--- config.mk ---
export PLATFORM = sky130hd
export DESIGN_NAME = mem_port_arbiter_flat
export DESIGN_NICKNAME = d
export VERILOG_FILES = /design/src/rtl/mem_arb_pkg.sv /design/src/rtl/mem_port_arbiter_if.sv /design/src/rtl/mem_arb_pick.sv /design/src/rtl/mem_port_arbiter.sv /design/src/flat_wrapper.sv
export SDC_FILE = /design/constraint.sdc
export NUM_CORES = 1
export LEC_CHECK = 0
export BUFFER_PORTS_ARGS = -buffer_cell sky130_fd_sc_hd__buf_4
export CAP_MARGIN = 20
export CORE_UTILIZATION = 45
export DETAILED_ROUTE_END_ITERATION = 6
export GPL_TIMING_DRIVEN = 0
export PLACE_DENSITY = 0.8
export SLEW_MARGIN = 20
export SYNTH_ARGS = -nofsm -noshare
export SYNTH_HDL_FRONTEND = slang
export SYNTH_SLANG_ARGS = --single-unit
--- constraint.sdc ---
create_clock -name fast_clk -period 3.1 [get_ports fast_clk]
set_clock_uncertainty 0.2 [all_clocks]
set_input_delay 0.31 -clock fast_clk [delete_from_list [all_inputs] [get_ports fast_clk]]
set_output_delay 0.31 -clock fast_clk [all_outputs]
set_load 0.01 [all_outputs]
--- src/rtl/mem_arb_pkg.sv ---
// Shared types and constants for the memory port arbiter.
package mem_arb_pkg;

    // Arbiter sequencing states: one outstanding transaction at a time.
    typedef enum logic [1:0] {
        IDLE  = 2'd0,
        ISSUE = 2'd1,
        WAIT  = 2'd2,
        RESP  = 2'd3
    } state_t;

    // Which requester owns the current transaction.
    typedef enum logic {
        OWN_I = 1'b0,
        OWN_D = 1'b1
    } owner_t;

    // Default byte address of the LED toggle register.
    localparam logic [31:0] TOGGLE_ADDR_DEFAULT = 32'd52;

endpackage

--- src/rtl/mem_port_arbiter_if.sv ---
// Bus bundle between the datapath/BRAM side and the arbiter.
//
// Handshake: a requester raises req with stable addr/we/wdata and holds
// them until it sees a one-cycle ack; a req still high in the cycle after
// ack is a new request. Reads are answered later by a one-cycle rvalid,
// with rdata holding its value until the next read for that requester.
interface mem_port_arbiter_if
    import mem_arb_pkg::*;
#(
    parameter int ADDR_W = 32,
    parameter int DATA_W = 32
);
    localparam int BE_W = DATA_W / 8;

    logic              i_req;
    logic [ADDR_W-1:0] i_addr;
    logic              i_ack;
    logic              i_rvalid;
    logic [DATA_W-1:0] i_rdata;

    logic              d_req;
    logic [BE_W-1:0]   d_we;
    logic [ADDR_W-1:0] d_addr;
    logic [DATA_W-1:0] d_wdata;
    logic              d_ack;
    logic              d_rvalid;
    logic [DATA_W-1:0] d_rdata;

    logic              mem_en;
    logic [BE_W-1:0]   mem_we;
    logic [ADDR_W-1:0] mem_addr;
    logic [DATA_W-1:0] mem_wdata;
    logic [DATA_W-1:0] mem_rdata;

    logic [DATA_W-1:0] toggle_value;
    state_t            dbg_state;

    modport master (
        output i_req, i_addr, d_req, d_we, d_addr, d_wdata, mem_rdata,
        input  i_ack, i_rvalid, i_rdata, d_ack, d_rvalid, d_rdata,
        input  mem_en, mem_we, mem_addr, mem_wdata, toggle_value, dbg_state
    );

    modport slave (
        input  i_req, i_addr, d_req, d_we, d_addr, d_wdata, mem_rdata,
        output i_ack, i_rvalid, i_rdata, d_ack, d_rvalid, d_rdata,
        output mem_en, mem_we, mem_addr, mem_wdata, toggle_value, dbg_state
    );

endinterface

--- src/rtl/mem_arb_pick.sv ---
// Grant choice between fetch and data, with a data-streak limit so a
// waiting fetch is not starved by back-to-back data accesses.
module mem_arb_pick
    import mem_arb_pkg::*;
#(
    parameter int MAX_D_STREAK = 4
) (
    input  logic fast_clk,
    input  logic resetn,
    input  logic i_req,
    input  logic d_req,
    input  logic grant_strobe,   // high while the arbiter is sampling in IDLE
    output logic grant_d
);
    localparam int SW = $clog2(MAX_D_STREAK + 1);
    localparam logic [SW-1:0] STREAK_MAX = SW'(MAX_D_STREAK);

    logic [SW-1:0] d_streak;

    assign grant_d = d_req && !(i_req && (d_streak == STREAK_MAX));

    // Count data grants made over a waiting fetch; clear once fetch is served or absent.
    always_ff @(posedge fast_clk or negedge resetn) begin
        if (!resetn) begin
            d_streak <= '0;
        end else if (grant_strobe) begin
            if (!i_req) begin
                d_streak <= '0;
            end else if (grant_d) begin
                if (d_streak != STREAK_MAX) begin
                    d_streak <= d_streak + 1'b1;
                end
            end else begin
                d_streak <= '0;
            end
        end
    end

endmodule

--- src/rtl/mem_port_arbiter.sv ---
// Shares one single-port BRAM between fetch and memory-access stages and
// decodes the LED toggle register.
module mem_port_arbiter
    import mem_arb_pkg::*;
#(
    parameter int ADDR_W       = 32,
    parameter int DATA_W       = 32,
    parameter int READ_LATENCY = 1,
    parameter int MAX_D_STREAK = 4,
    parameter logic [ADDR_W-1:0] TOGGLE_ADDR = ADDR_W'(TOGGLE_ADDR_DEFAULT)
) (
    input logic fast_clk,
    input logic resetn,
    mem_port_arbiter_if.slave bus
);
    localparam int BE_W = DATA_W / 8;
    localparam logic [1:0] LAT_LAST = 2'(READ_LATENCY - 1);

    state_t            state_q, state_d;
    owner_t            owner_q;
    logic              hit_q;
    logic [BE_W-1:0]   we_q;
    logic [DATA_W-1:0] wdata_q;
    logic [1:0]        lat_cnt;

    logic              grant_strobe;
    logic              grant_d;
    logic [ADDR_W-1:0] sel_addr;
    logic [BE_W-1:0]   sel_we;
    logic [DATA_W-1:0] sel_wdata;
    logic              sel_hit;

    mem_arb_pick #(
        .MAX_D_STREAK (MAX_D_STREAK)
    ) u_pick (
        .fast_clk     (fast_clk),
        .resetn       (resetn),
        .i_req        (bus.i_req),
        .d_req        (bus.d_req),
        .grant_strobe (grant_strobe),
        .grant_d      (grant_d)
    );

    // Mux the winning requester's address and write payload.
    always_comb begin
        sel_addr  = bus.i_addr;
        sel_we    = '0;
        sel_wdata = '0;
        if (grant_d) begin
            sel_addr  = bus.d_addr;
            sel_we    = bus.d_we;
            sel_wdata = bus.d_wdata;
        end
    end

    assign sel_hit       = (sel_addr == TOGGLE_ADDR);
    assign bus.dbg_state = state_q;

    // State register.
    always_ff @(posedge fast_clk or negedge resetn) begin
        if (!resetn) begin
            state_q <= IDLE;
        end else begin
            state_q <= state_d;
        end
    end

    // Next-state: writes finish after ISSUE, reads wait out the BRAM latency.
    always_comb begin
        state_d      = state_q;
        grant_strobe = 1'b0;
        case (state_q)
            IDLE: begin
                grant_strobe = 1'b1;
                if (bus.i_req || bus.d_req) begin
                    state_d = ISSUE;
                end
            end
            ISSUE:   state_d = (we_q != '0) ? IDLE : WAIT;
            WAIT:    if (lat_cnt == LAT_LAST) state_d = RESP;
            RESP:    state_d = IDLE;
            default: state_d = IDLE;
        endcase
    end

    // Registered outputs and transaction context, updated per state.
    always_ff @(posedge fast_clk or negedge resetn) begin
        if (!resetn) begin
            owner_q          <= OWN_I;
            hit_q            <= 1'b0;
            we_q             <= '0;
            wdata_q          <= '0;
            lat_cnt          <= '0;
            bus.i_ack        <= 1'b0;
            bus.d_ack        <= 1'b0;
            bus.i_rvalid     <= 1'b0;
            bus.d_rvalid     <= 1'b0;
            bus.i_rdata      <= '0;
            bus.d_rdata      <= '0;
            bus.mem_en       <= 1'b0;
            bus.mem_we       <= '0;
            bus.mem_addr     <= '0;
            bus.mem_wdata    <= '0;
            bus.toggle_value <= '0;
        end else begin
            bus.i_ack    <= 1'b0;
            bus.d_ack    <= 1'b0;
            bus.i_rvalid <= 1'b0;
            bus.d_rvalid <= 1'b0;
            bus.mem_en   <= 1'b0;
            bus.mem_we   <= '0;
            case (state_q)
                IDLE: begin
                    if (bus.i_req || bus.d_req) begin
                        owner_q       <= grant_d ? OWN_D : OWN_I;
                        hit_q         <= sel_hit;
                        we_q          <= sel_we;
                        wdata_q       <= sel_wdata;
                        lat_cnt       <= '0;
                        bus.i_ack     <= !grant_d;
                        bus.d_ack     <= grant_d;
                        // The toggle register is not backed by BRAM, so keep the RAM quiet.
                        bus.mem_en    <= !sel_hit;
                        bus.mem_we    <= sel_hit ? '0 : sel_we;
                        bus.mem_addr  <= {sel_addr[ADDR_W-1:2], 2'b00};
                        bus.mem_wdata <= sel_wdata;
                    end
                end
                ISSUE: begin
                    if (hit_q && (we_q != '0)) begin
                        for (int b = 0; b < BE_W; b++) begin
                            if (we_q[b]) begin
                                bus.toggle_value[8*b +: 8] <= wdata_q[8*b +: 8];
                            end
                        end
                    end
                end
                WAIT: begin
                    if (lat_cnt == LAT_LAST) begin
                        if (owner_q == OWN_D) begin
                            bus.d_rdata  <= hit_q ? bus.toggle_value : bus.mem_rdata;
                            bus.d_rvalid <= 1'b1;
                        end else begin
                            bus.i_rdata  <= hit_q ? bus.toggle_value : bus.mem_rdata;
                            bus.i_rvalid <= 1'b1;
                        end
                    end else begin
                        lat_cnt <= lat_cnt + 2'd1;
                    end
                end
                default: ;
            endcase
        end
    end

endmodule

--- src/flat_wrapper.sv ---
// flat-port wrapper written by rule: the top's interface ports become plain ports
module mem_port_arbiter_flat import mem_arb_pkg::*;
#(
    parameter int ADDR_W       = 32,
    parameter int DATA_W       = 32,
    parameter int READ_LATENCY = 1,
    parameter int MAX_D_STREAK = 4,
    parameter logic [ADDR_W-1:0] TOGGLE_ADDR = ADDR_W'(TOGGLE_ADDR_DEFAULT)
)
  (fast_clk, resetn, bus_i_req, bus_i_addr, bus_d_req, bus_d_we, bus_d_addr, bus_d_wdata, bus_mem_rdata, bus_i_ack, bus_i_rvalid, bus_i_rdata, bus_d_ack, bus_d_rvalid, bus_d_rdata, bus_mem_en, bus_mem_we, bus_mem_addr, bus_mem_wdata, bus_toggle_value, bus_dbg_state);
  mem_port_arbiter_if #(.ADDR_W(ADDR_W), .DATA_W(DATA_W)) bus_i ();
  input logic fast_clk;
  input logic resetn;
  input wire logic [$bits(bus_i.i_req)-1:0] bus_i_req;
  input wire logic [$bits(bus_i.i_addr)-1:0] bus_i_addr;
  input wire logic [$bits(bus_i.d_req)-1:0] bus_d_req;
  input wire logic [$bits(bus_i.d_we)-1:0] bus_d_we;
  input wire logic [$bits(bus_i.d_addr)-1:0] bus_d_addr;
  input wire logic [$bits(bus_i.d_wdata)-1:0] bus_d_wdata;
  input wire logic [$bits(bus_i.mem_rdata)-1:0] bus_mem_rdata;
  output wire logic [$bits(bus_i.i_ack)-1:0] bus_i_ack;
  output wire logic [$bits(bus_i.i_rvalid)-1:0] bus_i_rvalid;
  output wire logic [$bits(bus_i.i_rdata)-1:0] bus_i_rdata;
  output wire logic [$bits(bus_i.d_ack)-1:0] bus_d_ack;
  output wire logic [$bits(bus_i.d_rvalid)-1:0] bus_d_rvalid;
  output wire logic [$bits(bus_i.d_rdata)-1:0] bus_d_rdata;
  output wire logic [$bits(bus_i.mem_en)-1:0] bus_mem_en;
  output wire logic [$bits(bus_i.mem_we)-1:0] bus_mem_we;
  output wire logic [$bits(bus_i.mem_addr)-1:0] bus_mem_addr;
  output wire logic [$bits(bus_i.mem_wdata)-1:0] bus_mem_wdata;
  output wire logic [$bits(bus_i.toggle_value)-1:0] bus_toggle_value;
  output wire logic [$bits(bus_i.dbg_state)-1:0] bus_dbg_state;
  assign bus_i.i_req = bus_i_req;
  assign bus_i.i_addr = bus_i_addr;
  assign bus_i.d_req = bus_d_req;
  assign bus_i.d_we = bus_d_we;
  assign bus_i.d_addr = bus_d_addr;
  assign bus_i.d_wdata = bus_d_wdata;
  assign bus_i.mem_rdata = bus_mem_rdata;
  assign bus_i_ack = bus_i.i_ack;
  assign bus_i_rvalid = bus_i.i_rvalid;
  assign bus_i_rdata = bus_i.i_rdata;
  assign bus_d_ack = bus_i.d_ack;
  assign bus_d_rvalid = bus_i.d_rvalid;
  assign bus_d_rdata = bus_i.d_rdata;
  assign bus_mem_en = bus_i.mem_en;
  assign bus_mem_we = bus_i.mem_we;
  assign bus_mem_addr = bus_i.mem_addr;
  assign bus_mem_wdata = bus_i.mem_wdata;
  assign bus_toggle_value = bus_i.toggle_value;
  assign bus_dbg_state = bus_i.dbg_state;
  mem_port_arbiter #(.ADDR_W(ADDR_W), .DATA_W(DATA_W), .READ_LATENCY(READ_LATENCY), .MAX_D_STREAK(MAX_D_STREAK), .TOGGLE_ADDR(TOGGLE_ADDR)) u_core (.fast_clk(fast_clk), .resetn(resetn), .bus(bus_i));
endmodule
==> summary.md, run 1 <==
| Metric | Value |
|---|---|
| DP Worst Slack | 1.114 ns |
| Fmax | 387.9 MHz |
| Startpoint types | register |
| Ys flop type | dfrtp_1 |
| #FFs+latches synth | 180 |
| Synthesized area | 0.007427 sq mm |
| Core area | 0.01600 sq mm |
| Setup crit end kind | register |
| Setup Viol. Count Final | 0 |
| GP Congestion | 0.9215 |
| Pwr Density | 986.0 mW/mm^2 |
| Peak VDD IR | 0.4454 mV |
| Chip Width | 130.5 microns |
| Grt ovf | 0 |
| DRC | 0 |
| First-pass GRT wire length | 38.09 mm |
| Fillcell total | 1057 |
| Die area | 0.01702 sq mm |
| Initial antenna violation count | 0 |
| Port-buffer cells | 304 |
| Initial Utilization | 46.42% |
| CTS Buf Count | 17 |
| Layout area overhead | 58.02% |
| Sequential-to-total area share from yosys stat | 60.65% |
| Max-slew headroom | 56.11% |
| Non-Filler Instances | 1378 |
| Fin nets | 1288 |
| Yosys top cell by area | dfrtp_1 |
| Vias post-DR | 7315 |
| Cell count after synthesis | 714 |
| Worst path required time | 3.27 ns |
| Final wirelength | 25.70 mm |
| Antenna cells | 0 |
| Number of vias per cell | 5.308 |
| Pre-antenna DRT Iters | 5 |
| Worst-path maximum fanout | 10 |
| Area of the multi-input gates | 0.002649 sq mm |
| Final worst slack | 0.5217 ns |
| Synth top area cells | dfrtp_1 (61%), nand2_1 (8.0%), mux2i_1 (4.3%), nor2_1 (3.5%), mux2_2 (2.7%) |
| Final ANT Viol Nets | 0 |
| Hold_ws | 0.01370 ns |
| Register Area | 0.004504 sq mm |
| RSZ-0062 raised after global routing | no |
| CTS clk-pin slew, worst paths | 0.07 ns |
| Largest net degree at the start of global routing | 102 |
| Outcome | complete, no violations |
| CTS tree | done |
| Latest clock arrival within the worst-skew pair | 0.43 ns |
| H-tree levels | 4 |
| Max-cap violations | 0 |
| Final hold viol count | 0 |
| Flop-to-flop setup slack | 0.52 ns |
| Ys async rst share | 100.0% |
| Fin crit share | 83.17% |
| Number of global-route vias before repair | 7228 |
| Commonest cells in the netlist | dfrtp_1 (180), nand2_1 (159), nor2_1 (70) |
| Yosys top cell area share | 60.65% |
| Clk Tree Root Cell | clkbuf_16 |
| Netlist cell types | 41 |
| Detail Placement HPWL | 17.26 mm |
| YS warnings | 0 |
| Post-synth EDFFs | 0 |
| Rows | 46 |
| Ports | 307 |
| Setup Crit Path Kind | reg -> reg |
| Clock buffer depth | 2 |
| Placed instance count | 1236 |
| Crit path time final | 2.578 ns |
| Hold WC Path Type | in -> reg |
| Share of layout cells above drive strength 1 | 33.99% |
| Global Route Usage Sum | 30.24% |
| DR WL/cell | 18.65 microns |
| Worst-margin pin slew | 0.6524 ns |
| Cell with the most instances after synthesis | dfrtp_1 |
| Avg Cell Area, Syn | 10.40 sq um |
| Slew Viols, Final | 0 |
| Violation count after the first detailed-route iteration | 491 |
| Static Leak | 5.903 nW |
| Chip height | 130.5 microns |
| CP arrival | 2.75 ns |
| Post_cts resized | 0 |
| Sum Neg Setup Slack | 0 ns |
| Clock sinks | 180 |
-- layer usage --
| metal | up-vias | GRT usage (%) | wire length, microns |
|---|---|---|---|
| met2 | 409 | 53.97 | 12890 |
| met5 | - | 0 | 0 |
| met1 | 3523 | 33.88 | 9678 |
| met4 | 0 | 15.69 | 1152 |
| li1 | 3296 | - | - |
| met3 | 87 | 6.800 | 1977 |
-- final cells by class --
cell class              instances  area share (%)
plain buffers                  46           2.047
clock buffers                  20           3.806
clock inverters                12           1.450
inverters                      10          0.3198
multi-input cells             479           22.57
flip-flops and latches        180           38.38
well taps                     216           2.303
repair buffers                415           29.13
-- cells in the final DEF (no fill, tap or decap), types with 2 or more instances in the layout --
cell             n
nand2_1        159
bufinv_16        3
dfrtp_1        180
dlygate4sd3_1  110
buf_2           27
nor4_1          12
a22o_1           5
inv_6            2
nand3_1         34
nand2_2          4
clkinv_4         2
o31ai_1          2
conb_1           2
inv_8            2
nor4b_1          2
clkinvlp_4       3
mux2_1          15
ha_1             3
mux2_2          18
nor4bb_1         2
inv_1           10
nor2_1          70
buf_4          310
a31oi_1         30
o21ai_0         35
mux2i_1         32
a21oi_1         32
nand4_1          5
clkbuf_1        13
clkbuf_16       17
-- power breakdown --
group / internal [mW] / total [mW] / switching [mW] / leakage, nW
logic: 2.58 / 5.14 / 2.56 / 3.38
registers: 3.42 / 4.17 / 0.757 / 2.23
clock network: 1.31 / 2.26 / 0.951 / 0.291
-- cell families after synthesis --
logic type	share of synthesized area [%]
flip-flops	60.65
multiplexers	9.316
AND/OR/NAND/NOR	17.25
other	0.05049
adder cells (fa/ha/maj)	0.5054
AO/OA/AOI/OAI	8.491
buffers and inverters	3.740
-- timing repair --
item | 4_1_cts | 5_1_grt
buffers inserted | 0 | 0
hold buffers | 110 | 0
hold endpoints to repair | 166 | 0
-- registers in the layout (all words and copies together), names as in the netlist, named ones only --
register	flops
u_core.u_pick.d_streak	3
u_core.bus.mem_wdata	32
u_core.hit_q	1
u_core.we_q	4
u_core.owner_q	1
u_core.bus.toggle_value	32
u_core.bus.mem_en	1
u_core.bus.d_rdata	32
u_core.bus.i_rdata	32
u_core.bus.mem_addr	30
u_core.bus.i_ack	1
u_core.lat_cnt	2
u_core.bus.d_ack	1
u_core.bus.dbg_state	1
u_core.bus.d_rvalid	1
u_core.bus.i_rvalid	1
u_core.bus.mem_we	4
-- path summary, 6_finish.rpt --
path                                      startpoint                           to  cells past startpoint
max reg2reg                u_core.u_pick.d_streak[0]      u_core.bus.mem_addr[30]                      8
min in group asynchronous                     resetn        u_core.bus.i_rdata[9]                      2
max                        u_core.u_pick.d_streak[0]      u_core.bus.mem_addr[30]                      8
min                                bus_mem_rdata[31]       u_core.bus.i_rdata[31]                      3
max in group asynchronous                     resetn  u_core.bus.toggle_value[30]                      3
min reg2reg                   u_core.bus.d_rdata[14]       u_core.bus.d_rdata[14]                      2
-- per-stage QoR --
| step | util (%) | power [mW] | instance area [sq um] |
|---|---|---|---|
| 2_1_floorplan | - | 6.265 | 7431 |
| 3_3_place_gp | 62.39 | 8.670 | 9983 |
| 3_5_place_dp | 62.61 | 8.819 | 10020 |
| 4_1_cts | 73.35 | 11.48 | 11740 |
| 5_1_grt | 73.35 | 12.21 | 11740 |
| 6_report | 73.35 | 11.57 | 11740 |
-- worst max-delay path: stages (launching register included) --
cell and delay (ns):
dfrtp_1 0.39, inv_1 0.06, ha_1 0.19, nand3_1 0.11, and2_1 0.15, clkbuf_1 0.46
nand2_1 0.16, a31oi_1 0.22, dlygate4sd3_1 0.59
(Power assumes the default switching activity.)
==> run 2: changes to the inputs <==
CORE_UTILIZATION = 44   (was 45)
PLACE_DENSITY = 0.81   (was 0.8)
clock period = 2.1 ns   (was 3.1 ns; I/O delays follow)
==> summary.md, run 2 (synthesized netlist as in run 1, its figures left out) <==
| Metric | Value |
|---|---|
| Pre-antenna DRT Iters | 7 (+2) |
| Peak VDD IR | 0.6258 mV (+41%) |
| Sum Neg Setup Slack | -0.1550 ns (-0.1550 ns) |
| First-pass GRT wire length | 42.97 mm (+13%) |
| CTS tree | done |
| Setup crit end kind | register |
| Total Power | 16.72 mW (+44%) |
| CP arrival | 2.36 ns (-0.39 ns) |
| Share of layout cells above drive strength 1 | 33.78% (-0.21 points) |
| Static Leak | 6.017 nW (+1.9%) |
| Hold_ws | 0.07785 ns (+0.06414 ns) |
| Final wirelength | 27.49 mm (+7.0%) |
| Rows | 47 (+2.2%) |
| Vias post-DR | 7591 (+3.8%) |
| Setup Crit Path Kind | in -> reg |
| Worst-margin pin slew | 0.7292 ns (+0.07680 ns) |
| Buf/Inv on CP | 2 (-1) |
| Initial Utilization | 44.95% (-1.5 points) |
| Worst path required time | 2.26 ns (-1.01 ns) |
| Crit path max-delay cell type | nor4bb_1 |
| Most common cell after layout, fill and taps aside | buf_4 |
| Clock buffer depth | 2 (unchanged) |
| Die area | 0.01740 sq mm (+2.2%) |
| Clock sinks | 180 (unchanged) |
| Number of vias per cell | 5.418 (+2.1%) |
| Outcome | complete, but fails checks |
| Non-Filler Instances | 1401 (+1.7%) |
| Number of global-route vias before repair | 7984 (+10%) |
| Global Route Usage Sum | 32.22% (+2.0 points) |
| Initial antenna violation count | 0 (unchanged) |
| Pwr Density | 1399 mW/mm^2 (+42%) |
| Violated checks | setup timing |
| Startpoint types | input pin |
| Fin nets | 1308 (+1.6%) |
| DR WL/cell | 19.62 microns (+5.2%) |
| Antenna cells | 0 (unchanged) |
| Final hold viol count | 0 (unchanged) |
| Fin crit share | 104.6% |
| Max incr delay on CP | 0.65 ns (+0.06 ns) |
| Chip Width | 131.9 microns (+1.1%) |
| CTS clk-pin slew, worst paths | 0.07 ns (about the same) |
| H-tree levels | 4 (unchanged) |
| DRC | 0 (unchanged) |
| Worst-path maximum fanout | 2 (-8) |
| Max-cap violations | 0 (unchanged) |
| Setup Viol. Count Final | 2 (+2) |
| Slew Viols, Final | 0 (unchanged) |
| Fmax | 455.1 MHz |
| Final worst slack | -0.09751 ns (-0.6192 ns) |
| CTS Buf Count | 17 (unchanged) |
| Setup bufs post-CTS | 0 (unchanged) |
| Chip height | 131.9 microns (+1.1%) |
| Clk Tree Root Cell | clkbuf_16 |
| Layout area overhead | 60.92% |
| Violation count after the first detailed-route iteration | 577 (+18%) |
| Largest net degree at the start of global routing | 98 (-3.9%) |
| Core area | 0.01652 sq mm (+3.3%) |
| Latest clock arrival within the worst-skew pair | 0.43 ns (about the same) |
| Port-buffer cells | 304 (unchanged) |
| Max-slew headroom | 50.72% (-5.4 points) |
| GP Congestion | 0.9062 (-1.7%) |
| Fin util | 72.33% (-1.0 points) |
| Ports | 307 (unchanged) |
| Most frequent cells in the layout | buf_4 (310), dfrtp_1 (180), nand2_1 (159) |
| Detail Placement HPWL | 17.02 mm (-1.4%) |
| Hold WC Path Type | in -> reg |
| Grt ovf | 0 (unchanged) |
| CP delay by family, top | simple AND/OR/NAND/NOR gates |
| RSZ-0062 raised after global routing | no |
| Placed instance count | 1240 (+0.32%) |
| CP cell instances | dlygate4sd3_1, buf_4, nor4bb_1, nand4_1, o211ai_1, o211a_1 |
| Crit path time final | 2.198 ns |
| Final ANT Viol Nets | 0 (unchanged) |
## run 2: what timing repair did
item | 4_1_cts | 5_1_grt
hold buffers | 130 | 0
endpoints found under the hold margin | 220 | 0
gates resized for setup | 0 | 10
setup endpoints to repair | 0 | 27
## run 2: metrics by stage
stage	cell area [sq um]	worst slack, ns
2_1_floorplan	7431	0.4656
3_3_place_gp	9988	-0.4348
3_5_place_dp	10020	0.07725
4_1_cts	11940	0.06313
5_1_grt	11950	0.003144
6_report	11950	-0.09751
## run 2: cell type report
type / instances / area, sq um
repair buffers: 435 / 3618
plain buffers: 46 / 250.2
flip-flops and latches: 180 / 4504
clock inverters: 10 / 146.4
multi-input cells: 479 / 2649
clock buffers: 21 / 470.5
fillers: 1055 / 4573
inverters: 10 / 37.54
well taps: 220 / 275.3
## run 2: tightest hold or removal path: cells and delay by family
family | cells | cell delay [ns]
AOI/OAI and AO/OA | 1 | 0.14
and+or+nand+nor | 3 | 0.24
buffers and inverters | 1 | 0.08
## run 2: worst paths after layout
check                                     startpoint                     endpoint  slack (ns)  depth (start not counted)
max in group asynchronous                     resetn  u_core.bus.toggle_value[30]        0.59                          3
setup / recovery                       bus_i_addr[6]                 u_core.hit_q        -0.1                          6
setup reg to reg           u_core.u_pick.d_streak[0]      u_core.bus.mem_addr[15]        0.10                          8
hold reg to reg               u_core.bus.d_rdata[31]       u_core.bus.d_rdata[31]        0.28                          2
min in group asynchronous                     resetn        u_core.bus.d_rdata[6]        0.18                          2
hold / removal                         bus_d_addr[1]            u_core.bus.mem_en        0.08                          5
## run 2: report_power, final
part / internal, mW / switching (mW) / total [mW]
clock: 1.98 / 1.36 / 3.33
combinational: 3.43 / 3.77 / 7.20
sequential: 5.04 / 1.15 / 6.19
total: 10.4 / 6.27 / 16.7
## run 2: routing by layer
| metal | share of wire (%) | wire (microns) | global-route usage (%) | vias up |
|---|---|---|---|---|
| met5 | 0 | 0 | 0 | - |
| met4 | 4.8 | 1314 | 18.02 | 0 |
| met3 | 8.1 | 2227 | 7.997 | 104 |
| met2 | 50 | 13680 | 54.88 | 484 |
| met1 | 37 | 10270 | 37.24 | 3653 |
| li1 | - | - | - | 3350 |
==> run 3: changes to the inputs <==
CORE_UTILIZATION = 45   (was 44)
CTS_CLUSTER_DIAMETER = 80   (was not set)
PLACE_DENSITY = 0.8   (was 0.81)
clock period = 2.5 ns   (was 2.1 ns; I/O delays follow)
==> summary.md, run 3 (synthesized netlist as in run 1, its figures left out) <==
| Metric | Value |
|---|---|
| H-tree levels | 4 (unchanged) |
| Max incr delay on CP | 0.58 ns (-0.07 ns) |
| Clk Tree Root Cell | clkbuf_16 |
| Slew Viols, Final | 0 (unchanged) |
| Worst-margin pin slew | 0.6156 ns (-0.1136 ns) |
| CTS tree | done |
| Antenna cells | 0 (unchanged) |
| Setup Viol. Count Final | 0 (-2) |
| Crit path max-delay cell type | dlygate4sd3_1 |
| DRC | 0 (unchanged) |
| First-pass GRT wire length | 38.83 mm (-9.6%) |
| GP Congestion | 0.9215 (+1.7%) |
| Static Leak | 5.994 nW (-0.37%) |
| WHS Endpoint | u_core.bus.d_rdata[14] |
| Cell count of the worst reg-to-reg path | 9 (+1) |
| Fin crit share | 98.07% |
| CTS clk-pin slew, worst paths | 0.07 ns (about the same) |
| Vias post-DR | 7503 (-1.2%) |
| Critical R2R Launch | u_core.u_pick.d_streak[0] |
| Grt ovf | 0 (unchanged) |
| Sequential share of power | 36.0% (-1.0 points) |
| GRT met3 Usage | 7.573% (-0.42 points) |
| Sum Neg Setup Slack | 0 ns (+0.1550 ns) |
| Number of vias per cell | 5.367 (-0.95%) |
| Max-cap violations | 0 (unchanged) |
| Detail Placement HPWL | 17.26 mm (+1.4%) |
| CP cell instances | inv_1, ha_1, nand3_1, and2_1, buf_6, clkbuf_4, nand2_1, a31oi_1, dlygate4sd3_1 |
| Total Power | 14.42 mW (-14%) |
| P_int | 9.080 mW (-13%) |
| Fmax | 407.9 MHz |
| Clock sinks | 180 (unchanged) |
| Placed instance count | 1236 (-0.32%) |
| Min-Delay Startpoint | bus_mem_rdata[14] |
| Fillcell total | 1010 (-4.3%) |
| Outcome | complete, no violations |
| Max-slew headroom | 58.58% (+7.9 points) |
| Reg2reg end | u_core.bus.mem_addr[22] |
| GRT met1 Usage | 33.36% (-3.9 points) |
| Port-buffer cells | 304 (unchanged) |
| Worst-path maximum fanout | 10 (+8) |
| Share of layout cells above drive strength 1 | 33.59% (-0.20 points) |
| Chip Width | 130.5 microns (-1.1%) |
| Initial antenna violation count | 0 (unchanged) |
| Latest clock arrival within the worst-skew pair | 0.43 ns (about the same) |
| Startpoint types | register |
| GRT busiest layer | met2 |
| Pre-antenna DRT Iters | 5 (-2) |
| Most common cell after layout, fill and taps aside | buf_4 |
| Logic pwr share | 44.6% (+1.6 points) |
| Largest net degree at the start of global routing | 102 (+4.1%) |
| Initial Utilization | 46.42% (+1.5 points) |
| DR WL/cell | 18.83 microns (-4.0%) |
| Final ANT Viol Nets | 0 (unchanged) |
| Worst path required time | 2.67 ns (+0.41 ns) |
| Violation count after the first detailed-route iteration | 422 (-27%) |
| Setup crit end kind | register |
| Final wirelength | 26.32 mm (-4.3%) |
| Buf/Inv on CP | 4 (+2) |
| Hold WC Path Type | in -> reg |
| Number of global-route vias before repair | 7538 (-5.6%) |
| CP delay by family, top | buffers and inverters |
| Most frequent cells in the layout | buf_4 (311), dfrtp_1 (180), nand2_1 (159) |
| Global Route Usage Sum | 30.70% (-1.5 points) |
| Non-Filler Instances | 1398 (-0.21%) |
| Final Cell Area | 0.01195 sq mm (about the same) |
| Layout area overhead | 60.88% (about the same) |
| Switching portion of total power | 37.04% (-0.48 points) |
| Proportion of power drawn by the clock network | 19.4% (-0.5 points) |
| Switch Pwr | 5.343 mW (-15%) |
| Crit path time final | 2.452 ns |
| Die area | 0.01702 sq mm (-2.2%) |
| Chip height | 130.5 microns (-1.1%) |
| Setup Crit Path Kind | reg -> reg |
| Fin nets | 1308 (unchanged) |
| Final hold viol count | 0 (unchanged) |
| Dpl cell area | 0.01002 sq mm (about the same) |
| Core area | 0.01600 sq mm (-3.2%) |
| CTS Buf Count | 17 (unchanged) |
| Final worst slack | 0.04819 ns (+0.1457 ns) |
| Hold Crit Depth | 3 (-2) |
| DP Worst Slack | 0.5144 ns (+0.4372 ns) |
| Flop-to-flop setup slack | 0.05 ns (-0.05 ns) |
| Ports | 307 (unchanged) |
| CP arrival | 2.62 ns (+0.26 ns) |
| Pwr Density | 1207 mW/mm^2 (-14%) |
| GR Util met2 | 53.25% (-1.6 points) |
| Rows | 46 (-2.1%) |
| Peak VDD IR | 0.5473 mV (-13%) |
| Clock buffer depth | 2 (unchanged) |
[run 3: cell count changes in the layout (fill, tap and decap cells not counted), sizes merged]
cell,previous run,this run
clkinv,1,2
dlygate4sd3,130,129
inv,13,14
[run 3: repair_timing]
item	4_1_cts	5_1_grt
buffers inserted	0	1
resized for setup	0	8
endpoints found under the setup margin	0	26
hold buffers	128	1
endpoints found under the hold margin	210	1
[run 3: area by class of cell]
cell class / count / area (sq um) / area share, %
sequential: 180 / 4504 / 37.70
timing repair buffer: 435 / 3616 / 30.26
multi-input combinational: 479 / 2649 / 22.17
clock buffer: 20 / 446.7 / 3.738
tap: 216 / 270.3 / 2.262
buffer: 46 / 255.2 / 2.136
clock inverter: 12 / 170.2 / 1.424
inverter: 10 / 37.54 / 0.3141
[run 3: routing by layer]
layer	share of wire (%)	wire length, microns	vias to the layer above
met1	37	9738	3626
met5	0	0	-
met3	7.8	2053	100
met2	50	13130	432
met4	5.3	1400	0
li1	-	-	3345
[run 3: worst reg2reg max path, stage by stage, from the launching register on]
cell	delay [ns]
dfrtp_1	0.39
inv_1	0.06
ha_1	0.19
nand3_1	0.12
and2_1	0.18
buf_6	0.17
clkbuf_4	0.21
nand2_1	0.09
a31oi_1	0.21
dlygate4sd3_1	0.59
[run 3: worst max-delay path by stage]
stage                     cells after the start                       from                        to  slack [ns]
after detailed placement                      7  u_core.u_pick.d_streak[0]   u_core.bus.mem_addr[30]        0.51
after global placement                        1                     resetn  u_core.bus.mem_wdata[28]       -0.08
after floorplan                               5                   register         u_core.lat_cnt[0]        0.87
final                                         9  u_core.u_pick.d_streak[0]   u_core.bus.mem_addr[22]        0.05
after global routing                          9  u_core.u_pick.d_streak[0]    u_core.bus.mem_addr[5]       -0.01
after CTS                                     8  u_core.u_pick.d_streak[0]   u_core.bus.mem_addr[28]        0.03
[run 3: stage by stage]
| stage | hold slack (ns) | util [%] |
|---|---|---|
| 3_5_place_dp | 0.07025 | 62.61 |
| 5_1_grt | 0.03973 | 74.68 |
| 3_3_place_gp | 0.2643 | 62.39 |
| 2_1_floorplan | -0.2456 | - |
| 4_1_cts | 0.001615 | 74.48 |
| 6_report | 0.03446 | 74.68 |
[run 3: power groups by stage]
stage / clock (mW) / sequential [mW] / combinational (mW)
2_1_floorplan: 0 / 5.60 / 2.17
3_3_place_gp: 0 / 5.12 / 5.63
3_5_place_dp: 0 / 5.17 / 5.77
4_1_cts: 2.81 / 5.13 / 6.32
5_1_grt: 2.92 / 5.32 / 6.95
6_report: 2.80 / 5.19 / 6.43
